==> src/rtl/day1_line_tx.sv <==
// Record-to-ASCII line serializer: value -> decimal digits + '\n', blank -> '\n'; first byte VAL_W+2 cycles after accept.
// One record at a time; in_ready only in IDLE, each output byte holds until out_ready takes it.
`timescale 1ns/1ps
module day1_line_tx #(
  parameter int VAL_W  = 32,
  parameter int DIGITS = 10
) (
  input  logic             clk,
  input  logic             rst_n,
  input  logic             in_valid,
  output logic             in_ready,
  input  logic [VAL_W-1:0] in_value,
  input  logic             in_blank,
  output logic             out_valid,
  input  logic             out_ready,
  output logic [7:0]       out_byte,
  output logic             busy
);

  localparam int CNT_W = (VAL_W > 1) ? $clog2(VAL_W) : 1;
  localparam int PTR_W = (DIGITS > 1) ? $clog2(DIGITS) : 1;
  localparam int CAT_W = 4 * DIGITS + VAL_W;

  typedef enum logic [2:0] {
    S_IDLE,
    S_CONVERT,
    S_FIND,
    S_EMIT,
    S_NL
  } state_t;

  state_t              r_state;
  state_t              w_state_nxt;
  logic [VAL_W-1:0]    r_bin;
  logic [4*DIGITS-1:0] r_bcd;
  logic [CNT_W-1:0]    r_cnt;
  logic [PTR_W-1:0]    r_ptr;
  logic [4*DIGITS-1:0] w_bcd_adj;
  logic [CAT_W-1:0]    w_cat;
  logic [PTR_W-1:0]    w_msd;
  logic [3:0]          w_digit;

  // Double-dabble step: correct each nibble, then shift value bits into the BCD side.
  always_comb begin
    w_bcd_adj = r_bcd;
    for (int i = 0; i < DIGITS; i++) begin
      if (r_bcd[4*i +: 4] >= 4'd5) w_bcd_adj[4*i +: 4] = r_bcd[4*i +: 4] + 4'd3;
    end
    w_cat = {w_bcd_adj, r_bin} << 1;
  end

  always_comb begin
    w_msd   = '0;
    w_digit = 4'd0;
    for (int i = 0; i < DIGITS; i++) begin
      if (r_bcd[4*i +: 4] != 4'd0) w_msd = PTR_W'(i);
      if (PTR_W'(i) == r_ptr) w_digit = r_bcd[4*i +: 4];
    end
  end

  always_ff @(posedge clk or negedge rst_n) begin
    if (!rst_n) r_state <= S_IDLE;
    else        r_state <= w_state_nxt;
  end

  always_comb begin
    w_state_nxt = r_state;
    in_ready    = 1'b0;
    out_valid   = 1'b0;
    out_byte    = 8'h00;
    busy        = (r_state != S_IDLE);
    case (r_state)
      S_IDLE: begin
        in_ready = 1'b1;
        if (in_valid) w_state_nxt = in_blank ? S_NL : S_CONVERT;
      end
      S_CONVERT: begin
        if (r_cnt == CNT_W'(VAL_W - 1)) w_state_nxt = S_FIND;
      end
      S_FIND: w_state_nxt = S_EMIT;
      S_EMIT: begin
        out_valid = 1'b1;
        out_byte  = 8'h30 + {4'h0, w_digit};
        if (out_ready && r_ptr == '0) w_state_nxt = S_NL;
      end
      S_NL: begin
        out_valid = 1'b1;
        out_byte  = 8'h0A;
        if (out_ready) w_state_nxt = S_IDLE;
      end
      default: w_state_nxt = S_IDLE;
    endcase
  end

  always_ff @(posedge clk or negedge rst_n) begin
    if (!rst_n) begin
      r_bin <= '0;
      r_bcd <= '0;
      r_cnt <= '0;
      r_ptr <= '0;
    end else begin
      case (r_state)
        S_IDLE: begin
          if (in_valid && !in_blank) begin
            r_bin <= in_value;
            r_bcd <= '0;
            r_cnt <= '0;
          end
        end
        S_CONVERT: begin
          r_bcd <= w_cat[CAT_W-1:VAL_W];
          r_bin <= w_cat[VAL_W-1:0];
          r_cnt <= r_cnt + 1'b1;
        end
        S_FIND: r_ptr <= w_msd;
        S_EMIT: begin
          if (out_ready && r_ptr != '0) r_ptr <= r_ptr - 1'b1;
        end
        default: ;
      endcase
    end
  end

endmodule

==> config.mk <==
export PLATFORM = sky130hd
export DESIGN_NAME = day1_line_tx
export DESIGN_NICKNAME = d
export VERILOG_FILES = /design/src/rtl/day1_line_tx.sv
export SDC_FILE = /design/constraint.sdc
export NUM_CORES = 1
export LEC_CHECK = 0
export BUFFER_PORTS_ARGS = -buffer_cell sky130_fd_sc_hd__buf_4
export CORE_UTILIZATION = 45
export DETAILED_ROUTE_END_ITERATION = 10
export PLACE_DENSITY = 0.74
export SYNTH_ARGS = -nofsm -noshare
export SYNTH_HDL_FRONTEND = slang
export SYNTH_SLANG_ARGS = --single-unit
==> constraint.sdc <==
create_clock -name clk -period 1.8 [get_ports clk]
set_input_delay 0.27 -clock clk [delete_from_list [all_inputs] [get_ports clk]]
set_output_delay 0.27 -clock clk [all_outputs]
set_load 0.01 [all_outputs]
# Word level (Yosys, flattened, before mapping)

Index checks and enable logic that the tools add are counted.
Widths: inputs -> output; s select.

Register bits after elaboration: 84
Input port bits: 37
Output and inout port bits: 11
Word-level logic and storage cells: 117

Add/subtract/negate cells: 13
Order comparisons: 10
Equality and inequality tests: 20
Mux-type cells: 46
Reduce and logical (&&, ||, !) cells: 23

Operators with widths:

| kind                | number |
|---|---|
| $mux 4              | 28 |
| $pmux 40 s2         | 1 |
| $pmux 32 s2         | 1 |
| $ge 4x3->1 const B  | 10 |
| $mux 40             | 1 |
| $reduce_bool 4->1   | 10 |
| $add 4x2->4 const B | 9 |
| $mux 32             | 1 |
| $mux 3              | 6 |
| $eq 3x4->1 const A  | 4 |
| $pmux 3 s5          | 1 |
| $pmux 7 s2          | 1 |
| $ne 2x2->1 const B  | 6 |
| $pmux 5 s2          | 1 |
| $eq 2x4->1 const A  | 2 |
| $eq 4x4->1 const A  | 2 |
| $pmux 4 s2          | 1 |
| $add 6x4->7 const A | 1 |
| $eq 3x2->1 const B  | 2 |
| $add 5x1->5 const B | 1 |
| $eq 5x5->1 const B  | 1 |
| $mux 5              | 1 |
| $eq 1x4->1 const A  | 1 |
| $logic_not 4->1     | 1 |
| other kinds (13)    | 19 |

# Depth between registers and ports, before layout

Depth after elaboration: 13
Depth in mapped cells: 9
Depth with buffers taken out: 8

# Least setup slack after synthesis

Ideal clock, no wire load.

Path type: flip-flop to output port
Start: register r_ptr[0]
End: output out_byte[0]
Arrival time: 1.784 ns
Required time: 1.530 ns
Setup slack: -0.254 ns
Stages on the path, launching flop included: 8
Path buffers: 1
Cells stage by stage: dfrtp_1 inv_1 ha_1 clkbuf_1 a2111o_1 a311oi_1 nand2_1 a21oi_1

Cells in the longest elaborated chain, start to end: 13
Elaborated cells between the ends (all ways): 22
Classes of those cells: add/sub (1); eq/ne (9); mux (11); reduce/logical (1)

Ends and longest elaborated chain:

| item                   | line | RTL |
|---|---|---|
| from (decl)            | 37   | `logic [PTR_W-1:0] r_ptr;` |
| from (signal assigned) | 115  | `S_FIND: r_ptr <= w_msd;` |
| from (signal assigned) | 117  | `if (out_ready && r_ptr != '0) r_ptr <= r_ptr - 1'b1;` |
| $logic_not 4->1        | 57   | `if (PTR_W'(i) == r_ptr) w_digit = r_bcd[4*i +: 4];` |
| $mux 4 (9 in series)   | 57   |  |
| $mux 4 *               | 57   |  |
| $add 6x4->7 *          | 83   | `out_byte = 8'h30 + {4'h0, w_digit};` |
| $pmux 7 s2 *           | 72   | `case (r_state)` |
| to (decl)              | 16   | `output logic [7:0] out_byte,` |

Mark *: on every way between the ends. The rest lies on a longest branch, timed or not.

# Final worst setup path

Start: register r_ptr[0]
End: output out_byte[3]

The elaborated chain is that of the path after synthesis.

==> impl_metrics.yaml <==
global_routing:
  grt_start_max_net_pins: 57
  grt_antenna_before_repair: 0
  grt.total_usage_pct: 24.3
  globalRoute.totalOverflow: 0
  global_route_wire_length_before_repair_mm: 22.0
  via_count_of_the_first_global_routing_pass: 4642
sta:
  unrepaired_setup_endpoints_after_global_routing: "yes"
  min_period_over_period_pct: 137
  tightest_slew_ns: 0.548
  clock_skew_ns: 0.00702
  final_hold_viol_count: 0
  final_critical_path_setup_slack_ns: -0.663
  timing.final.crit_period_ns: 2.46
  fin_hold_ws_ns: 0.145
  report.final.slew_viol_count: 0
  setup_viol: 6
  fmax_mhz: 406
  max-slew-margin-rel_pct: 63.4
pwr:
  pleak_nw: 2.98
  share_comb_of_total_power_pct: 67.5
  worst_ir_drop_vdd_mv: 1.99
  power_switching_share_pct: 45.2
  seq_power_share_pct: 23.4
  total_switching_power_mw: 6.68
  p_int_mw: 8.12
  total_power_mw: 14.8
  power.density_cell_area_mw_per_mm2: 2240
  clkPwrFrac_pct: 9.1
flow_run:
  cap_violations: 0
floorplanning:
  initial_utilization_pct: 46.5
  floorplan.die_area_mm2: 0.0117
  design.portCount: 48
  core-area_mm2: 0.0109
  placementRows: 38
  die_h_um: 108
  floorplan.die.width_um: 108
finish:
  syn_to_final_growth_pct: 30.6
  stdcell_count: 832
  count_of_antenna_diodes_in_the_layout: 0
  mostFrequentLayoutCells: "sky130_fd_sc_hd__buf_4, sky130_fd_sc_hd__nand2_1, sky130_fd_sc_hd__dfrtp_1"
  layout-drive-gt1-share_pct: 27.3
  finish.net_count: 751
  layout.cells.most_common: "sky130_fd_sc_hd__buf_4"
  final_area_mm2: 0.00661
routing:
  dr.pass1.iters: 4
  wl_per_cell_um: 16.1
  totalWireLength_mm: 13.4
  post_route_drc: 0
  drtIter0Drc: 309
  vias_per_cell: 5.66
  detail-route-antenna-nets: 0
  route.vias.total: 4713
synth:
  synth_cells: 577
  ys_seq_elements: 84
  adder_and_majority_cell_fraction_of_the_synthesized_area_pct: 6.43
  synth.lib_cells_used.distinct: 54
  synth_simple_gate_area_share_pct: 17.1
  synthMuxAreaShare_pct: 0.593
  yosys_most_used_dff: "sky130_fd_sc_hd__dfrtp_1"
  synthDominantCellAreaShare_pct: 41.5
  share_of_synthesized_area_occupied_by_flip_flops_and_latches_pct: 41.5
  edff_count_synth: 0
  syn-mean-instance-area_um2: 8.77
  synth.cell_area_mm2: 0.00506
  ys_top_cells_by_area: "sky130_fd_sc_hd__dfrtp_1, sky130_fd_sc_hd__nand2_1, sky130_fd_sc_hd__ha_1"
  synth_area_in_compound_gates_pct: 24.4
  dominant_combinational_cell_family_by_area_after_synthesis: "compound AO/OA/AOI/OAI gates"
  synth-async-reset-ratio_pct: 100
  yosys_warnings: 0
  synth.largest_area_cell: "sky130_fd_sc_hd__dfrtp_1"
  synthXorXnorAreaFrac_pct: 3.46
setup_path:
  path_buf_inv: 2
  crit_type: "reg2out"
  cp_slowest_stage_delay_ns: 0.47
  crit_path_top_delay_cell: "sky130_fd_sc_hd__dfrtp_2"
  cp.arrival_ns: 2.19
  critical-path-top-delay-family: "compound AO/OA/AOI/OAI gates"
  worst-endpoint-required_ns: 1.53
  critical_path.reg2reg.startpoint: "r_bcd[28]"
  crit_chain: "ha_2 > buf_4 > o21ai_0 > a31oi_1 > a2bb2oi_1 > o21ai_1 > buf_4"
  reg2regPathDepth: 6
  critical_path_origin: "r_ptr[0]"
  critical_path_depth: 7
  cp_capture_type: "output port"
  crit_path_start_kind: "flop"
  worstPathMaxFanout: 7
  critPathMostFrequentCell: "sky130_fd_sc_hd__buf_4"
place:
  dpl_worst_slack_ns: -0.300
  gpl.final_weighted_congestion: 0.908
  cell_count_after_placement: 812
  placedInstanceArea_mm2: 0.00614
  portBuffers: 45
  dp_hpwl_mm: 9.14
clocking:
  h_tree_depth: 3
  cts_sinks: 84
  clock_path_buffers: 2
  cts_tree: "built"
  clk_transition_reported_paths_ns: 0.08
  worstSkewPairLatency_ns: 0.38
  clockRootBuffer: "sky130_fd_sc_hd__clkbuf_8"
  numCtsBuffers: 9
hold_path:
  worstHoldStart: "in_value[28]"
  worst_hold_path.num_cells: 3
  holdCritPathClass: "in2reg"
outcome:
  outcome: "finished, violations left"
  violated_checks: "setup timing"
==> final cells by class <==
cell class	instances	area, µm²
Multi-Input combinational cell	428	2840
Clock inverter	4	51.3
Clock buffer	11	131
Sequential cell	84	2100
Tap cell	140	175
Timing Repair Buffer	137	1200
Inverter	28	114
Fill cell	940	4270
==> cell families after synthesis <==
logic type,count (synthesis)
XOR/XNOR,20
multiplexers,3
flip-flops,84
AO/OA/AOI/OAI,188
AND/OR/NAND/NOR,189
other,1
adder cells (fa/ha/maj),26
buffers and inverters,66
==> power groups by stage <==
| stage | clock [mW] | combinational [mW] | sequential [mW] |
|---|---|---|---|
| CTS | 1.37 | 9.51 | 3.44 |
| global route | 1.44 | 11.0 | 3.57 |
| global placement | 0 | 8.68 | 3.40 |
| finish | 1.34 | 10.0 | 3.46 |
| floorplan | 0 | 5.97 | 3.35 |
| detailed placement | 0 | 8.96 | 3.45 |
==> cells in the mapped netlist (2+ instances only) <==
| master | n |
|---|---|
| sky130_fd_sc_hd__buf_4 | 5 |
| sky130_fd_sc_hd__nand2_2 | 2 |
| sky130_fd_sc_hd__inv_1 | 27 |
| sky130_fd_sc_hd__a32o_1 | 10 |
| sky130_fd_sc_hd__a31oi_1 | 37 |
| sky130_fd_sc_hd__o211ai_1 | 4 |
| sky130_fd_sc_hd__o31ai_1 | 10 |
| sky130_fd_sc_hd__a22o_1 | 13 |
| sky130_fd_sc_hd__and3_1 | 2 |
| sky130_fd_sc_hd__nor3b_1 | 8 |
| sky130_fd_sc_hd__a21oi_1 | 31 |
| sky130_fd_sc_hd__nand2_1 | 94 |
| sky130_fd_sc_hd__o21ai_0 | 42 |
| sky130_fd_sc_hd__xnor2_1 | 10 |
| sky130_fd_sc_hd__nand2b_1 | 14 |
| sky130_fd_sc_hd__nor2_1 | 43 |
| sky130_fd_sc_hd__nand3b_1 | 4 |
| sky130_fd_sc_hd__nand3_1 | 5 |
| sky130_fd_sc_hd__nor3_1 | 2 |
| sky130_fd_sc_hd__a21o_1 | 4 |
| sky130_fd_sc_hd__o22ai_1 | 13 |
| sky130_fd_sc_hd__or3b_1 | 2 |
| sky130_fd_sc_hd__ha_1 | 26 |
| sky130_fd_sc_hd__buf_2 | 17 |
| sky130_fd_sc_hd__buf_6 | 5 |
| sky130_fd_sc_hd__nor2b_1 | 7 |
| sky130_fd_sc_hd__a211oi_1 | 2 |
| sky130_fd_sc_hd__o32ai_1 | 9 |
| sky130_fd_sc_hd__dfrtp_1 | 84 |
| sky130_fd_sc_hd__mux2i_1 | 3 |
| sky130_fd_sc_hd__xor2_1 | 10 |
| sky130_fd_sc_hd__clkbuf_1 | 10 |
==> routing by layer <==
metal,vias up,wire (µm),track usage [%]
met5,-,0,0
met4,0,368,10.8
met3,28,627,4.40
met2,155,6330,39.7
met1,2250,6090,31.4
li1,2280,-,-
==> through the flow <==
stage,setup TNS [ns],utilization [%]
2_1_floorplan,-0.153,-
3_3_place_gp,-1.21,56.4
3_5_place_dp,-1.56,56.4
4_1_cts,-2.48,59.4
5_1_grt,-3.08,60.7
6_report,-2.55,60.7
==> registers in the layout, indices dropped and copies added, names as in the netlist <==
name	flops
r_ptr	4
r_bin	32
r_bcd	40
r_state	3
r_cnt	5
==> timing repair <==
action	4_1_cts	5_1_grt
gates cloned	1	1
endpoints found under the setup margin	19	38
hold buffers	1	0
buffers inserted	0	3
pin swaps	10	7
resized for setup	28	24
endpoints found under the hold margin	32	0
==> tightest hold or removal path, delay by kind of cell <==
| kind | cells | cell delay (ns) |
|---|---|---|
| compound gates | 1 | 0.07 |
| simple gates | 1 | 0.04 |
| buf+inv | 1 | 0.11 |
==> worst paths after layout <==
check	slack, ns	endpoint
hold reg to reg	0.49	r_bcd[0]
hold / removal	0.14	r_bin[28]
setup / recovery	-0.66	out_byte[3]
max in group asynchronous	0.86	r_bin[12]
setup reg to reg	-0.08	r_ptr[2]
min in group asynchronous	0.40	r_bcd[11]
(Power assumes the default switching activity.)
